--- src/rtl/riscv_32_instr_encoder.sv ---
// Streaming RV32 instruction encoder: packs R/I/U fields into 32-bit words,
// buffers them in a small FIFO and emits each with a sequential word address.
module riscv_32_instr_encoder #(
    parameter int DEPTH     = 4,
    parameter int ADDR_W    = 8,
    parameter int BASE_ADDR = 0
) (
    input  logic                     clk,
    input  logic                     rst,
    input  logic                     clear,
    input  logic                     in_valid,
    output logic                     in_ready,
    input  logic [2:0]               in_type,
    input  logic [4:0]               in_rd,
    input  logic [4:0]               in_rs1,
    input  logic [4:0]               in_rs2,
    input  logic [2:0]               in_funct3,
    input  logic [6:0]               in_funct7,
    input  logic [19:0]              in_imm,
    output logic                     out_valid,
    input  logic                     out_ready,
    output logic [31:0]              out_instr,
    output logic [ADDR_W-1:0]        out_addr,
    output logic                     err_illegal,
    output logic                     mem_full,
    output logic [$clog2(DEPTH):0]   count
);

    localparam int PW = $clog2(DEPTH);
    localparam int CW = PW + 1;
    localparam logic [CW-1:0]     FULL_CNT = CW'(DEPTH);
    localparam logic [ADDR_W-1:0] BASE     = ADDR_W'(BASE_ADDR);

    localparam logic RUN  = 1'b0;
    localparam logic DONE = 1'b1;

    logic              state;
    logic [31:0]       mem [DEPTH];
    logic [PW-1:0]     wr_ptr;
    logic [PW-1:0]     rd_ptr;
    logic [ADDR_W-1:0] addr;
    logic [31:0]       enc;
    logic              legal;
    logic              hs_in;
    logic              push;
    logic              pop;

    always_comb begin
        enc   = '0;
        legal = 1'b1;
        case (in_type)
            3'b000:  enc = {in_funct7, in_rs2, in_rs1, in_funct3, in_rd, 7'b0110011};
            3'b001:  enc = {in_imm[11:0], in_rs1, in_funct3, in_rd, 7'b0010011};
            3'b010:  enc = {in_imm, in_rd, 7'b0110111};
            default: legal = 1'b0;
        endcase
    end

    always_comb begin
        in_ready  = (count != FULL_CNT) && (state == RUN);
        out_valid = (count != '0) && (state == RUN);
        out_instr = out_valid ? mem[rd_ptr] : '0;
        out_addr  = addr;
        mem_full  = (state == DONE);
    end

    // clear outranks both handshakes, so it is folded into the qualifiers
    assign hs_in = in_valid && in_ready && !clear;
    assign push  = hs_in && legal;
    assign pop   = out_valid && out_ready && !clear;

    always_ff @(posedge clk) begin
        if (push) begin
            mem[wr_ptr] <= enc;
        end
    end

    always_ff @(posedge clk or posedge rst) begin
        if (rst) begin
            wr_ptr      <= '0;
            rd_ptr      <= '0;
            count       <= '0;
            addr        <= BASE;
            state       <= RUN;
            err_illegal <= 1'b0;
        end else if (clear) begin
            wr_ptr      <= '0;
            rd_ptr      <= '0;
            count       <= '0;
            addr        <= BASE;
            state       <= RUN;
            err_illegal <= 1'b0;
        end else begin
            err_illegal <= hs_in && !legal;
            if (push) begin
                wr_ptr <= wr_ptr + PW'(1);
            end
            if (pop) begin
                rd_ptr <= rd_ptr + PW'(1);
                addr   <= addr + ADDR_W'(1);
                // the last word address wraps to 0 and locks the encoder
                if (addr == '1) begin
                    state <= DONE;
                end
            end
            case ({push, pop})
                2'b10:   count <= count + CW'(1);
                2'b01:   count <= count - CW'(1);
                default: count <= count;
            endcase
        end
    end

endmodule

--- config.mk ---
export PLATFORM = sky130hd
export DESIGN_NAME = riscv_32_instr_encoder
export DESIGN_NICKNAME = d
export VERILOG_FILES = /design/src/rtl/riscv_32_instr_encoder.sv
export SDC_FILE = /design/constraint.sdc
export NUM_CORES = 1
export LEC_CHECK = 0
export ABC_AREA = 1
export CORE_UTILIZATION = 50
export DETAILED_ROUTE_END_ITERATION = 12
export PLACE_DENSITY = 0.73
export REMOVE_ABC_BUFFERS = 1
export SYNTH_ARGS = -nofsm -noshare
export SYNTH_HDL_FRONTEND = slang
export SYNTH_SLANG_ARGS = --single-unit
export TNS_END_PERCENT = 50
--- constraint.sdc ---
create_clock -name clk -period 4.85 [get_ports clk]
set_clock_uncertainty 0.1 [all_clocks]
set_input_delay 0.485 -clock clk [delete_from_list [all_inputs] [get_ports clk]]
set_output_delay 0.485 -clock clk [all_outputs]
set_load 0.02 [all_outputs]
==> flow_summary_export.csv <==
group,metric,value,unit
worst_setup_path,startpoint_type,"flip-flop",
logic_synthesis,netlist_top_cells_area,"edfxtp_1 58%, nor2_1 8.5%, dfrtp_1 7.3%",
logic_synthesis,syn_inst,547,
timing,fmax,0.2380,GHz
clock_tree,cts_root_buf,"clkbuf_16",
timing,report.final.slew_viol_count,0,
route,viasPerCell,5.310,
timing,tightest_slew,1.161,ns
layout,final_nets,693,
global_route,grt_pass1_wl,20.23,mm
clock_tree,clkSlewWorstSetupHoldPaths,0.06,ns
timing,fin_crit,4.201,ns
route,wl,12.88,mm
layout,multi_input_area,0.001757,mm²
layout,nFillCells,861,
place,hpwl,7.601,mm
pwr,seq_power_share,46.7,%
pwr,swShare,22.56,%
route,vias,4179,
layout,design_area,0.007391,mm²
timing,setup_tns,0,ns
place,placed_cell_area,0.006822,mm²
floorplan,die_area,0.01204,mm²
pwr,powerDensity,358.9,mW/mm²
global_route,grt_max_degree,59,
floorplan,core_area,0.01108,mm²
logic_synthesis,avgSynthCellArea,10.61,µm²
run,maxCapViolations,0,
clock_tree,hold_buffers,0,
global_route,grt_use_total,23.04,%
pwr,switchingPower,598.5,µW
layout,seq_area,0.003790,mm²
worst_setup_path,cp.arrival,3.62,ns
place,place_ws,1.064,ns
timing,rsz0062_at_grt,"false",
logic_synthesis,ys_warn_count,0,
floorplan,die_y,109.7,µm
clock_tree,post_cts_buffers,0,
clock_tree,cts.path.max_buffers,2,
logic_synthesis,synth.distinct_cells,37,
route,drt_iter0_drc,276,
clock_tree,cts_sinks,129,
logic_synthesis,synth_top_area_share,57.94,%
logic_synthesis,synth_area,0.005804,mm²
pwr,clkPwrFrac,44.8,%
route,firstDrtPassIters,5,
timing,setup_ws,0.6489,ns
worst_setup_path,reg2reg_slack,2.24,ns
route,antenna_left,0,
layout,final_util,66.72,%
clock_tree,clock_latency,0.41,ns
global_route,grt_pass1_vias,4109,
timing,finalSetupViolations,0,
timing,maxSlewHeadroom,22.53,%
layout,n_antenna_cell,0,
route,post_drt_wl_per_cell,16.36,µm
clock_tree,htree_num_levels,4,
logic_synthesis,synth_area_leader_cell,"edfxtp_1",
timing,fin_crit_sh,86.62,%
route,route.detailed.drc,0,
clock_tree,cts_buffers,17,
layout,drive_gt1_share,8.964,%
clock_tree,cts_resized,0,
logic_synthesis,yosysSeqAreaShare,65.27,%
floorplan,num_rows,38,
timing,hold_violations,0,
floorplan,initial_utilization,52.39,%
global_route,grt-ovfl-total,0,
outcome,status,"complete, no violations",
layout,area_delta_synth_final,27.33,%
worst_setup_path,crit_type,"reg2out",
pwr,p_int,2054,µW
pwr,pwr-share-comb,8.5,%
logic_synthesis,ys_ff_latch,129,
pwr,leakagePower,0.002690,µW
worst_setup_path,required,4.26,ns
pwr,finalPower,2652,µW
global_route,antenna_found_initial,0,
worst_setup_path,crit_fanout,30,
worst_hold_path,hp-class,"in2async",
place,port_buffers,97,
clock_tree,cts_tree,"built",
place,place_congestion,0.7726,
floorplan,ios,100,
pwr,ir_drop,0.2669,mV
worst_setup_path,end_kind,"primary output",
floorplan,die_width,109.7,µm
[power groups by stage]
stage	Combinational, µW	Clock (µW)	Sequential (µW)
after floorplan	107	0	1260
after global placement	222	0	1260
after detailed placement	225	0	1260
after CTS	228	1200	1240
after global routing	247	1250	1240
final	226	1190	1240
[final timing paths]
kind,endpoint,start,cells past startpoint
worst max-delay path,out_instr[12],rd_ptr[1],5
worst min-delay path,out_addr[6],rst,2
worst max register to register,rd_ptr[1],rd_ptr[1],3
worst min register to register,out_addr[1],out_addr[1],2
max in group asynchronous,rd_ptr[0],rst,2
min in group clk,out_addr[1],out_addr[1],2
[cells by family after synthesis]
logic type	share of synthesized area, %
other	0.06461
AOI/OAI and AO/OA	10.20
buffers and inverters	5.130
xor gates and xnor gates	0.3018
and+or+nand+nor	17.61
DFF	65.27
adders and majority gates	1.423
[critical path, stage by stage, from the launching register on]
cell and delay [ns]:
dfrtp_1 1.07, inv_1 0.87, nor2_1 0.30, o21ai_0 0.12
a21oi_1 0.20, clkdlybuf4s50_1 0.64
[sequential cells by signal (all words and copies together) (netlist names)]
register     cells
mem            112
out_addr         8
count            3
rd_ptr           2
wr_ptr           2
err_illegal      1
mem_full         1
[cell usage after synthesis]
cell type,count
ha_1,5
nor3b_2,1
nand2_4,2
dfrtp_1,17
conb_1,1
buf_4,7
nor3_1,2
a22o_1,8
or2_2,1
clkinv_2,1
a21oi_2,1
nand2_2,2
nor3_2,2
buf_6,2
nor2_2,1
nor2_1,132
edfxtp_1,112
inv_1,28
o21ai_0,39
nand3_4,1
xor2_1,1
nand4_1,2
a21oi_1,31
a21oi_4,2
nor2_4,1
fa_1,1
nand2_1,66
nor4_1,1
nand3_2,1
buf_2,12
nand3_1,22
clkbuf_1,6
o21ai_1,26
inv_2,5
nand4_4,1
xnor2_1,1
buf_1,3
[cell type report]
type	instances	area share (%)
Clock buffer	21	6.230
Clock inverter	11	1.473
Inverter	34	1.744
Multi-Input combinational cell	355	23.77
Sequential cell	129	51.28
Tap cell	140	2.370
Timing Repair Buffer	97	13.14
[metrics by stage]
step	std cells	hold WS (ns)
5_1_grt	787	0.4520
6_report	787	0.3756
2_1_floorplan	518	0.3111
3_5_place_dp	755	0.4673
4_1_cts	787	0.3962
3_3_place_gp	755	0.4588
[routing by layer]
metal  GRT usage (%)  share of wire, %  vias up
met3           6.402               6.0       12
met5               0                 0        -
li1                -                 -     2052
met1           29.44                44     1975
met2           37.65                49      140
met4           8.476               1.4        0
[placed cells by master (no fill, tap or decap), drive strengths merged, types with 2 or more instances in the layout]
master         count
dfrtp             17
a22o               8
inv               33
clkinvlp           4
clkbuf            21
nand4              3
clkdlybuf4s50     97
edfxtp           112
clkinv             7
nor3               4
nand2             70
nand3             24
a21oi             34
nor2             134
ha                 5
conb               2
o21ai             65
No activity file was read; power rests on OpenSTA's default activity.
